<file path="src/rtl/prog_freq_divider_if.sv">
`default_nettype none
// ---------------------------------------------------------------------------
// prog_freq_divider_if : control/status bundle of the programmable divider
// Rev 1.0
// ---------------------------------------------------------------------------
interface prog_freq_divider_if #(
  parameter int WIDTH = 8
);
  logic             en;
  logic [WIDTH-1:0] div_ratio;
  logic             div_mode;
  logic             div_load;
  logic             clk_out;
  logic             tc;
  logic [WIDTH-1:0] count;
  logic [WIDTH-1:0] active_div;
  logic             active_mode;
  logic             div_pend;

  modport master (
    output en, div_ratio, div_mode, div_load,
    input  clk_out, tc, count, active_div, active_mode, div_pend
  );

  modport slave (
    input  en, div_ratio, div_mode, div_load,
    output clk_out, tc, count, active_div, active_mode, div_pend
  );
endinterface
`default_nettype wire

</file>
<file path="src/rtl/prog_freq_divider.sv">
`default_nettype none
// ---------------------------------------------------------------------------
// prog_freq_divider : runtime-programmable integer divider, glitch-free retune
// Rev 1.0
// ---------------------------------------------------------------------------
module prog_freq_divider #(
  parameter int WIDTH       = 8,
  parameter int DEFAULT_DIV = 8
) (
  input  wire logic          clk,
  input  wire logic          rstn,
  prog_freq_divider_if.slave bus
);

  localparam logic [WIDTH-1:0] c_default_div = WIDTH'(DEFAULT_DIV);
  localparam logic [WIDTH-1:0] c_one         = WIDTH'(1);
  localparam logic [WIDTH-1:0] c_two         = WIDTH'(2);

  logic [WIDTH-1:0] count_q, count_d;
  logic [WIDTH-1:0] active_div_q, active_div_d;
  logic             active_mode_q, active_mode_d;
  logic [WIDTH-1:0] shadow_div_q, shadow_div_d;
  logic             shadow_mode_q, shadow_mode_d;
  logic             pend_q, pend_d;
  logic             clk_out_q, clk_out_d;

  logic             w_tc;
  logic [WIDTH-1:0] w_ratio;
  logic [WIDTH-1:0] w_half;

  always_comb begin
    w_tc          = bus.en && (count_q == (active_div_q - c_one));
    w_ratio       = (bus.div_ratio < c_two) ? c_two : bus.div_ratio;
    count_d       = count_q;
    active_div_d  = active_div_q;
    active_mode_d = active_mode_q;
    shadow_div_d  = shadow_div_q;
    shadow_mode_d = shadow_mode_q;
    pend_d        = pend_q;
    clk_out_d     = clk_out_q;

    if (w_tc) begin
      // Period boundary: a coincident load bypasses the shadow stage.
      count_d = '0;
      if (bus.div_load) begin
        active_div_d  = w_ratio;
        active_mode_d = bus.div_mode;
        shadow_div_d  = w_ratio;
        shadow_mode_d = bus.div_mode;
        pend_d        = 1'b0;
      end else if (pend_q) begin
        active_div_d  = shadow_div_q;
        active_mode_d = shadow_mode_q;
        pend_d        = 1'b0;
      end
    end else begin
      if (bus.en) begin
        count_d = count_q + c_one;
      end
      if (bus.div_load) begin
        shadow_div_d  = w_ratio;
        shadow_mode_d = bus.div_mode;
        pend_d        = 1'b1;
      end
    end

    // ceil(N/2) without needing an extra bit for N+1.
    w_half = (active_div_d >> 1) + {{(WIDTH-1){1'b0}}, active_div_d[0]};
    if (bus.en) begin
      clk_out_d = active_mode_d ? (count_d == (active_div_d - c_one))
                                : (count_d < w_half);
    end
  end

  always_ff @(posedge clk or negedge rstn) begin
    if (!rstn) begin
      count_q       <= '0;
      active_div_q  <= c_default_div;
      active_mode_q <= 1'b0;
      shadow_div_q  <= c_default_div;
      shadow_mode_q <= 1'b0;
      pend_q        <= 1'b0;
      clk_out_q     <= 1'b1;
    end else begin
      count_q       <= count_d;
      active_div_q  <= active_div_d;
      active_mode_q <= active_mode_d;
      shadow_div_q  <= shadow_div_d;
      shadow_mode_q <= shadow_mode_d;
      pend_q        <= pend_d;
      clk_out_q     <= clk_out_d;
    end
  end

  assign bus.tc          = w_tc;
  assign bus.clk_out     = clk_out_q;
  assign bus.count       = count_q;
  assign bus.active_div  = active_div_q;
  assign bus.active_mode = active_mode_q;
  assign bus.div_pend    = pend_q;

endmodule
`default_nettype wire
</file>
<file path="src/flat_wrapper.sv">
// flat-port wrapper written by rule: the top's interface ports become plain ports
module prog_freq_divider_flat 
#(
  parameter int WIDTH       = 8,
  parameter int DEFAULT_DIV = 8
)
  (clk, rstn, bus_en, bus_div_ratio, bus_div_mode, bus_div_load, bus_clk_out, bus_tc, bus_count, bus_active_div, bus_active_mode, bus_div_pend);
  prog_freq_divider_if #(.WIDTH(WIDTH)) bus_i ();
  input  wire logic clk;
  input  wire logic rstn;
  input wire logic [$bits(bus_i.en)-1:0] bus_en;
  input wire logic [$bits(bus_i.div_ratio)-1:0] bus_div_ratio;
  input wire logic [$bits(bus_i.div_mode)-1:0] bus_div_mode;
  input wire logic [$bits(bus_i.div_load)-1:0] bus_div_load;
  output wire logic [$bits(bus_i.clk_out)-1:0] bus_clk_out;
  output wire logic [$bits(bus_i.tc)-1:0] bus_tc;
  output wire logic [$bits(bus_i.count)-1:0] bus_count;
  output wire logic [$bits(bus_i.active_div)-1:0] bus_active_div;
  output wire logic [$bits(bus_i.active_mode)-1:0] bus_active_mode;
  output wire logic [$bits(bus_i.div_pend)-1:0] bus_div_pend;
  assign bus_i.en = bus_en;
  assign bus_i.div_ratio = bus_div_ratio;
  assign bus_i.div_mode = bus_div_mode;
  assign bus_i.div_load = bus_div_load;
  assign bus_clk_out = bus_i.clk_out;
  assign bus_tc = bus_i.tc;
  assign bus_count = bus_i.count;
  assign bus_active_div = bus_i.active_div;
  assign bus_active_mode = bus_i.active_mode;
  assign bus_div_pend = bus_i.div_pend;
  prog_freq_divider #(.WIDTH(WIDTH), .DEFAULT_DIV(DEFAULT_DIV)) u_core (.clk(clk), .rstn(rstn), .bus(bus_i));
endmodule
</file>
<file path="config.mk">
export PLATFORM = sky130hd
export DESIGN_NAME = prog_freq_divider_flat
export DESIGN_NICKNAME = d
export VERILOG_FILES = /design/src/rtl/prog_freq_divider_if.sv /design/src/rtl/prog_freq_divider.sv /design/src/flat_wrapper.sv
export SDC_FILE = /design/constraint.sdc
export NUM_CORES = 1
export LEC_CHECK = 0
export CORE_ASPECT_RATIO = 1.25
export CORE_UTILIZATION = 55
export CTS_CLUSTER_SIZE = 24
export DETAILED_ROUTE_END_ITERATION = 6
export PLACE_DENSITY = 0.81
export SLEW_MARGIN = 20
export SYNTH_ARGS = -nofsm -noshare
export SYNTH_HDL_FRONTEND = slang
export SYNTH_SLANG_ARGS = --single-unit
</file>
<file path="constraint.sdc">
create_clock -name clk -period 5.15 [get_ports clk]
set_clock_uncertainty 0.15 [all_clocks]
set_input_delay 0.7725 -clock clk [delete_from_list [all_inputs] [get_ports clk]]
set_output_delay 0.7725 -clock clk [all_outputs]
set_load 0.01 [all_outputs]
</file>
==> impl_metrics.yaml, run 1 <==
power_and_ir_drop:
  switching_power_w: 0.000687
  power.total_w: 0.00149
  p_int_w: 0.000799
  seq_power_share_pct: 28.2
  ir_worst_vdd_mv: 0.222
  p_sw_share_pct: 46.2
  pwr-share-clk_pct: 8.7
  power_leakage_nw: 1.17
  power_density_mw_per_mm2: 572
  power_frac_comb_pct: 63.1
synthesis:
  synth_flop_cell: "dfrtp_1"
  synth_cells: 254
  ys_ff_latch: 28
  ys_seq_area_share_pct: 31.3
  synth_edf_count: 0
  yosysWarnings: 0
  synthXorXnorAreaFrac_pct: 12.1
  synthMuxAreaShare_pct: 6.28
  synth_fa_ha_area_share_pct: 6.67
  synth-compound-area-share_pct: 18.1
  ys_types: 57
  synthTopCellsByArea: "dfrtp_1, xnor2_1, ha_1, xor2_1, dfstp_2"
  synth_top_family_by_area: "compound AO/OA/AOI/OAI gates"
  syn_area_sq_mm: 0.00225
  syn_area_per_cell_sq_um: 8.86
  yosysMostFrequentCell: "dfrtp_1"
  synth.largest_area_cell: "dfrtp_1"
  synth_commonest_cells: "dfrtp_1, nand2_1, nor2_1"
  async_reset_ff_share_pct: 100
  synth_simple_gate_area_share_pct: 17.9
  synth_nets: 279
  synth_top_area_share_pct: 27.8
floorplanning:
  io_pins: 33
  initial_core_util_pct: 58.5
  die_y_um: 73.5
  core_sq_mm: 0.00385
  die_w_um: 59.2
  die_area_sq_mm: 0.00435
  fp-row-count: 25
critical_path:
  arrival_ps: 4900
  crit_path_max_incr_delay_ps: 600
  path_class: "register to register"
  worstPathMaxFanout: 15
  start_kind: "register"
  cp_top_family: "compound AO/OA/AOI/OAI gates"
  crit_path_end_kind: "register"
  path_buf_inv: 3
  reg2reg_slack_ps: 310
  path_cells: "inv_1, ha_1, o21bai_1, a2111oi_0, a311o_1, o211ai_2, inv_2, buf_4, nand2_1, o21ai_1, nand2_1, nor2_1, nand3_1, ha_1, nand3_1, a211oi_1, o41ai_1, a32oi_1, o21ai_1"
  crit_required_ps: 5220
  slowest_stage: "dfrtp_1"
sta:
  rsz0062_at_grt: "no"
  fmax_ghz: 0.207
  slew_headroom_pct: 52.9
  finalHoldViolCount: 0
  setup_viol: 0
  setup_tns_ps: 0
  slew_violations: 0
  worst_hold_slack_ps: 326
  worst_pin_slew_ps: 705
  finalCritPeriodShare_pct: 93.9
  period_minus_slack_ps: 4840
place:
  finalWeightedCongestion: 0.890
  dpl.hpwl_um: 4300
  placed_cells: 327
  io_buffers: 32
global_routing:
  grt_pass1_vias: 1908
  antenna_found_initial: 0
  track_usage_pct: 27.9
  grt_first_pass_wirelength_um: 9040
  grt-ovfl-total: 0
  grt_max_degree: 29
outcome:
  status: "finished clean"
route:
  ant_nets: 0
  drt-initial-drc-count: 123
  via_per_inst: 5.84
  wl_per_cell_um: 16.6
  drc: 0
  firstDrtPassIters: 4
  vias: 1932
  wl_um: 5480
cts:
  root_buffer: "clkbuf_8"
  clkLatencyLatePin_ps: 290
  cts.reportedPaths.clkPinSlew_ps: 100
  clock_path_buffers: 2
  cts_max_level: 1
  cts_setup_buffers: 0
  cts_tree: "built"
  cts_resized: 0
  numCtsBuffers: 3
  cts_hold_buf: 0
  clkSinkCount: 28
worst_hold_path:
  min_path_type: "register to register"
flow_run:
  maxCapViolCount: 0
finish:
  final_cells: 331
  fillCellCount: 328
  drive_above_1_share_pct: 7.94
  fin_util_pct: 67.6
  nNetsFinal: 303
  area_growth_pct: 15.6
  antenna_cells: 0
[registers in the layout, indices dropped and copies added (netlist names)]
register	count
u_core.shadow_div_q	8
u_core.bus.count	8
u_core.bus.active_mode	1
u_core.shadow_mode_q	1
u_core.bus.div_pend	1
u_core.bus.active_div	8
u_core.bus.clk_out	1
[power by group through the flow]
stage | Sequential (W) | Combinational [W] | Clock (W)
after floorplan | 0.000385 | 0.000686 | 0
after global placement | 0.000418 | 0.000903 | 0
after detailed placement | 0.000422 | 0.000925 | 0
after CTS | 0.000417 | 0.000931 | 0.000128
after global routing | 0.000432 | 0.00103 | 0.000136
final | 0.000420 | 0.000937 | 0.000129
[worst reg2reg max path, stage by stage (launching register included)]
cell       delay, ps
dfrtp_1          600
inv_1             90
ha_1             330
o21bai_1         200
a2111oi_0        420
a311o_1          240
o211ai_2         300
inv_2            290
buf_4            240
nand2_1          130
o21ai_1          230
nand2_1          130
nor2_1           180
nand3_1          100
ha_1             310
nand3_1          110
a211oi_1         240
o41ai_1          140
a32oi_1          270
o21ai_1          100
[per-stage QoR]
step           cell area [sq um]  setup WS [ps]
5_1_grt                     2600           13.7
3_5_place_dp                2550            485
6_report                    2600            314
4_1_cts                     2600            465
2_1_floorplan               2250            828
3_3_place_gp                2550            682
[cell usage in the layout (no fill, tap or decap), types with 5 or more instances in the layout]
master           synthesis  final
nand2_1                 21     21
xnor2_1                 19     19
xor2_1                  12     12
mux2i_1                  7      7
dfrtp_1                 25     25
nor3_1                   6      6
o21ai_0                 10     10
ha_1                    12     12
inv_1                   19     19
nand3_1                  9      9
clkdlybuf4s50_1          0     32
mux2_2                   5      5
nor2_1                  21     21
[final timing paths]
check | start | to | cells after the start
worst max register to register | u_core.bus.active_div[0] | u_core.bus.clk_out | 19
max in group asynchronous | rstn | u_core.bus.active_div[3] | 2
worst max-delay path | u_core.bus.active_div[0] | u_core.bus.clk_out | 19
worst min-delay path | u_core.shadow_div_q[3] | u_core.shadow_div_q[3] | 2
min in group asynchronous | rstn | u_core.shadow_div_q[6] | 2
worst min register to register | u_core.shadow_div_q[3] | u_core.shadow_div_q[3] | 2
[logic make-up after synthesis]
kind of cell	count (synthesis)
AOI/OAI and AO/OA	56
xor gates and xnor gates	31
adders and majority gates	12
buffers and inverters	35
DFF	28
muxes	13
and+or+nand+nor	79
[per-layer routing]
metal | track usage, % | share of wire [%]
met2 | 47.7 | 50
met3 | 2.46 | 2.4
met5 | 0 | 0
met4 | 14.3 | 3.7
met1 | 34.3 | 44
[final cells by class]
type	instances	area [sq um]	share of cell area, %
Multi-Input combinational cell	191	1370	52.8
Sequential cell	28	704	27.1
Timing Repair Buffer	34	335	12.9
Inverter	20	75.1	2.89
Tap cell	54	67.6	2.60
Clock buffer	4	45.0	1.73
Power figures use the tool's default switching activity.
==> run 2: changes to the inputs <==
Clock period 5.15 ns to 5.4 ns, I/O delays scaled along.
==> run 2 against run 1 <==
Net effect: via count rose by 3.7%; clock power rose by 30%; non-clock buffer count is the same; maximum frequency up 2.6%.
==> impl_metrics.yaml, run 2 (same netlist as run 1, synthesis figures left out) <==
sta:
  worst_pin_slew_ps: 701
  finalCritPeriodShare_pct: 87.3
  slew_violations: 0
  setup_viol: 0
  setup_ws_ps: 687
  finalHoldViolCount: 0
  setup_tns_ps: 0
  rsz0062_at_grt: "no"
  slew_headroom_pct: 53.1
  fmax_ghz: 0.212
  period_minus_slack_ps: 4710
cts:
  root_buffer: "clkbuf_8"
  cts_resized: 0
  cts_setup_buffers: 0
  cts_tree: "built"
  clkSinkCount: 28
  clkLatencyLatePin_ps: 280
  cts_hold_buf: 0
  numCtsBuffers: 3
  cts_max_level: 1
  cts.reportedPaths.clkPinSlew_ps: 100
  clock_path_buffers: 2
critical_path:
  start_kind: "register"
  reg2reg_slack_ps: 690
  crit_path_end_kind: "register"
  arrival_ps: 4780
  crit_required_ps: 5460
  path_class: "register to register"
  worstPathMaxFanout: 12
floorplanning:
  die_y_um: 73.5
  fp-row-count: 25
  io_pins: 33
  die_area_sq_mm: 0.00435
  die_w_um: 59.2
  initial_core_util_pct: 58.5
  core_sq_mm: 0.00385
global_routing:
  grt_max_degree: 29
  track_usage_pct: 28.7
  antenna_found_initial: 0
  grt_first_pass_wirelength_um: 9290
  grt-ovfl-total: 0
  grt_pass1_vias: 2103
route:
  wl_per_cell_um: 16.6
  wl_um: 5510
  drc: 0
  firstDrtPassIters: 4
  vias: 2003
  ant_nets: 0
  drt-initial-drc-count: 120
  via_per_inst: 6.05
place:
  finalWeightedCongestion: 0.895
  dpl.hpwl_um: 4190
  io_buffers: 32
  dp_slack_ps: 608
worst_hold_path:
  min_path_type: "register to register"
finish:
  drive_above_1_share_pct: 8.30
  final_common_cell: "clkdlybuf4s50_1"
  area_growth_pct: 16.7
  antenna_cells: 0
  layout_common_cells: "clkdlybuf4s50_1, dfrtp_1, nor2_1, nand2_1"
  fillCellCount: 326
  nNetsFinal: 303
flow_run:
  maxCapViolCount: 0
power_and_ir_drop:
  power_density_mw_per_mm2: 554
  power_leakage_nw: 1.18
  ir_worst_vdd_mv: 0.231
outcome:
  status: "finished clean"
run 2: worst paths after layout:
check / start / endpoint / cells past startpoint
max: u_core.bus.active_div[1] / u_core.bus.clk_out / 20
min: u_core.shadow_div_q[3] / u_core.shadow_div_q[3] / 2
max reg2reg: u_core.bus.active_div[1] / u_core.bus.clk_out / 20
min reg2reg: u_core.shadow_div_q[3] / u_core.shadow_div_q[3] / 2
max in group asynchronous: rstn / u_core.bus.clk_out / 2
min in group asynchronous: rstn / u_core.shadow_div_q[2] / 2
run 2: stage by stage:
step	cell area [sq um]	power [W]	utilization, %	std cells	hold slack (ps)
2_1_floorplan	2250	0.00102	-	254	298
3_3_place_gp	2550	0.00126	66.4	327	312
3_5_place_dp	2550	0.00128	66.4	327	314
4_1_cts	2630	0.00145	68.3	331	331
5_1_grt	2630	0.00157	68.3	331	355
6_report	2630	0.00145	68.3	331	326
run 2: cell type report:
cell class	count	area [sq um]	share of cell area (%)
clock buffer	3	41.3	1.57
clock inverter	1	30.0	1.14
inverter	20	75.1	2.86
multi-input combinational	191	1370	52.3
sequential	28	704	26.8
tap	54	67.6	2.57
timing repair buffer	34	335	12.8
run 2: critical path, cell delays in order, from the launching register on:
cell and delay, ps:
dfrtp_1 540, inv_1 140, ha_1 320, o21bai_1 200, a2111oi_0 450, a311o_1 210
o211ai_2 300, nor2_1 340, o22ai_1 160, inv_1 130, ha_1 220, ha_1 230
nand3_1 80, nor2_1 140, xnor2_1 80, ha_1 300, nand3_1 90, a211oi_1 190
o41ai_1 110, a32oi_1 190, o21ai_1 80
run 2: where the power goes:
part	internal, W	total, W	switching [W]
Sequential	0.000277	0.000403	0.000126
Combinational	0.000430	0.000884	0.000454
Clock	0.0000993	0.000168	0.0000682
Total	0.000807	0.00145	0.000648
run 2: per-layer routing:
layer	track usage (%)	up-vias	routed length (um)
met3	4.75	27	274
met1	33.3	937	2170
met2	47.8	89	2760
met5	0	-	0
met4	18.8	0	308
li1	-	950	-
==> run 3: changes to the inputs <==
Settings changed: ABC_AREA set to 1, PLACE_DENSITY 0.81 to 0.8, TNS_END_PERCENT set to 50.
==> run 3 against run 2 <==
Net effect: combinational power is 14% lower; sequential power down 12%; maximum frequency is 5.5% higher; clock power about the same; core utilization is 0.91 points lower; critical path type unchanged; power fell by 11%; die area up 5.9%; first-iteration DRC count up 23%.
==> impl_metrics.yaml, run 3 <==
outcome:
  status: "finished clean"
route:
  via_per_inst: 5.36
  wl_per_cell_um: 13.6
  wl_um: 6030
  vias: 2380
  drt-initial-drc-count: 148
  ant_nets: 0
  firstDrtPassIters: 5
  drc: 0
finish:
  final_common_cell: "nand2_1"
  drive_above_1_share_pct: 10.1
  nNetsFinal: 414
  area_growth_pct: 16.6
  antenna_cells: 0
  layout_common_cells: "nand2_1, nand3_1, inv_1, nor2_1, clkdlybuf4s50_1"
  fillCellCount: 369
global_routing:
  track_usage_pct: 29.0
  grt_pass1_vias: 2175
  grt_first_pass_wirelength_um: 9900
  antenna_found_initial: 0
  grt_max_degree: 29
  grt-ovfl-total: 0
synthesis:
  synth_flop_cell: "dfrtp_1"
  synthTopCellsByArea: "dfrtp_1, nand2_1, nand3_1, ha_1, inv_1"
  syn_area_per_cell_sq_um: 6.63
  synth_commonest_cells: "nand2_1, nand3_1, inv_1, nor2_1, dfrtp_1"
  synth_top_area_share_pct: 26.2
  syn_area_sq_mm: 0.00239
  synth.largest_area_cell: "dfrtp_1"
  ys_types: 34
  synth_edf_count: 0
  ys_ff_latch: 28
  synth_nets: 385
  yosysMostFrequentCell: "nand2_1"
  synth_cells: 360
  ys_seq_area_share_pct: 29.5
  yosysWarnings: 0
  async_reset_ff_share_pct: 100
power_and_ir_drop:
  power_density_mw_per_mm2: 463
  power_leakage_nw: 1.40
  ir_worst_vdd_mv: 0.221
  power.total_w: 0.00129
critical_path:
  path_class: "register to register"
  start_kind: "register"
  crit_path_max_incr_delay_ps: 420
  reg2regPathDepth: 23
  slowest_stage: "dfrtp_1"
  reg2reg_slack_ps: 930
  crit_path_frequent_cell: "nand2_1"
  r2r_start: "u_core.bus.active_div[0]"
  crit_required_ps: 5470
  crit_path_end_kind: "register"
  path_cells: "inv_1, ha_1, nand2_1, nor2_1, nand2_1, nand3_1, nand2_1, nor2_4, nand2_4, nand2_1, nand2_1, inv_1, ha_1, ha_1, nand3_1, nor3_1, xor2_1, ha_1, nand2_1, nor2_1, a2111oi_0, a21oi_1, a21oi_2"
  reg2reg_to: "u_core.bus.clk_out"
  arrival_ps: 4540
  worstPathMaxFanout: 24
floorplanning:
  core_sq_mm: 0.00413
  die_y_um: 75.7
  die_area_sq_mm: 0.00461
  io_pins: 33
  initial_core_util_pct: 57.8
  die_w_um: 60.9
  fp-row-count: 26
sta:
  finalCritPeriodShare_pct: 82.7
  rsz0062_at_grt: "no"
  worst_hold_slack_ps: 336
  slew_violations: 0
  setup_viol: 0
  worst_pin_slew_ps: 432
  fmax_ghz: 0.224
  period_minus_slack_ps: 4470
  slew_headroom_pct: 70.9
  finalHoldViolCount: 0
  setup_tns_ps: 0
  setup_ws_ps: 934
cts:
  cts_tree: "built"
  cts_setup_buffers: 0
  clkLatencyLatePin_ps: 280
  clock_path_buffers: 2
  root_buffer: "clkbuf_8"
  numCtsBuffers: 3
  cts.reportedPaths.clkPinSlew_ps: 110
  cts_max_level: 1
  cts_hold_buf: 0
  cts_resized: 0
  clkSinkCount: 28
worst_hold_path:
  whs_endpoint: "u_core.shadow_div_q[5]"
  whs_path_depth: 2
  min_path_type: "register to register"
  min-delay-start: "u_core.shadow_div_q[5]"
place:
  finalWeightedCongestion: 0.976
  dpl.hpwl_um: 4780
  io_buffers: 32
  dp_slack_ps: 681
flow_run:
  maxCapViolCount: 0
-- run 3: changes by cell type after synthesis, moves of 7 or more --
cell / change
xnor2_1: -16
o21ai_0: +9
nor2_1: +12
nand3_1: +28
nand2_1: +96
nand2_2: +9
mux2i_1: -7
a21oi_1: +8
inv_1: +14
-- run 3: layer usage --
| layer | global-route usage [%] | vias up | share of wire [%] |
|---|---|---|---|
| met5 | 0 | - | 0 |
| met4 | 13.1 | 0 | 3.5 |
| met3 | 2.89 | 21 | 3.3 |
| met2 | 49.5 | 65 | 50 |
| met1 | 36.7 | 1086 | 43 |
| li1 | - | 1208 | - |
-- run 3: worst max-delay path, delay by kind of cell (launching register included) --
| kind | cells | cell delay (ps) |
|---|---|---|
| xor+xnor | 1 | 200 |
| buf+inv | 2 | 320 |
| flops | 1 | 420 |
| fa+ha+maj | 4 | 880 |
| simple gates | 13 | 1790 |
| compound gates | 3 | 630 |
-- run 3: how the worst max path moves through the flow --
| stage | startpoint | endpoint | slack (ps) | depth (start not counted) |
|---|---|---|---|---|
| floorplan | u_core.bus.active_div[0] | u_core.bus.clk_out | 1690 | 25 |
| global placement | bus_en | u_core.bus.clk_out | 780 | 22 |
| detailed placement | bus_en | u_core.bus.clk_out | 680 | 22 |
| CTS | u_core.bus.active_div[0] | u_core.bus.clk_out | 960 | 23 |
| global route | u_core.bus.active_div[0] | u_core.bus.clk_out | 560 | 23 |
| finish | u_core.bus.active_div[0] | u_core.bus.clk_out | 930 | 23 |
-- run 3: metrics by stage --
step	std cells	instance area [sq um]	utilization, %
6_report	444	2780	67.4
5_1_grt	444	2780	67.4
4_1_cts	444	2780	67.4
3_5_place_dp	440	2710	65.6
3_3_place_gp	440	2710	65.6
2_1_floorplan	360	2390	-
-- run 3: layout make-up --
cell class	instances	area [sq um]	share of cell area, %
multi-input combinational	283	1460	52.3
clock buffer	3	41.3	1.48
clock inverter	1	30.0	1.08
inverter	39	146	5.26
sequential	28	704	25.3
tap	56	70.1	2.52
timing repair buffer	34	335	12.1
-- run 3: kinds of logic (layout without fill, tap and decap cells) --
logic type               count (synthesis)  count (layout)  share of synthesized area (%)
AO/OA/AOI/OAI                           38              38                           8.65
XOR/XNOR                                12              12                           4.40
adder cells (fa/ha/maj)                 12              12                           6.29
buffers and inverters                   49              77                           9.54
flip-flops                              28              28                           29.5
AND/OR/NAND/NOR                        221             221                           41.6
-- run 3: report_power, final --
group / total [W] / switching [W] / internal (W)
clock network: 0.000171 / 0.0000719 / 0.0000994
registers: 0.000353 / 0.0000840 / 0.000269
logic: 0.000764 / 0.000449 / 0.000315
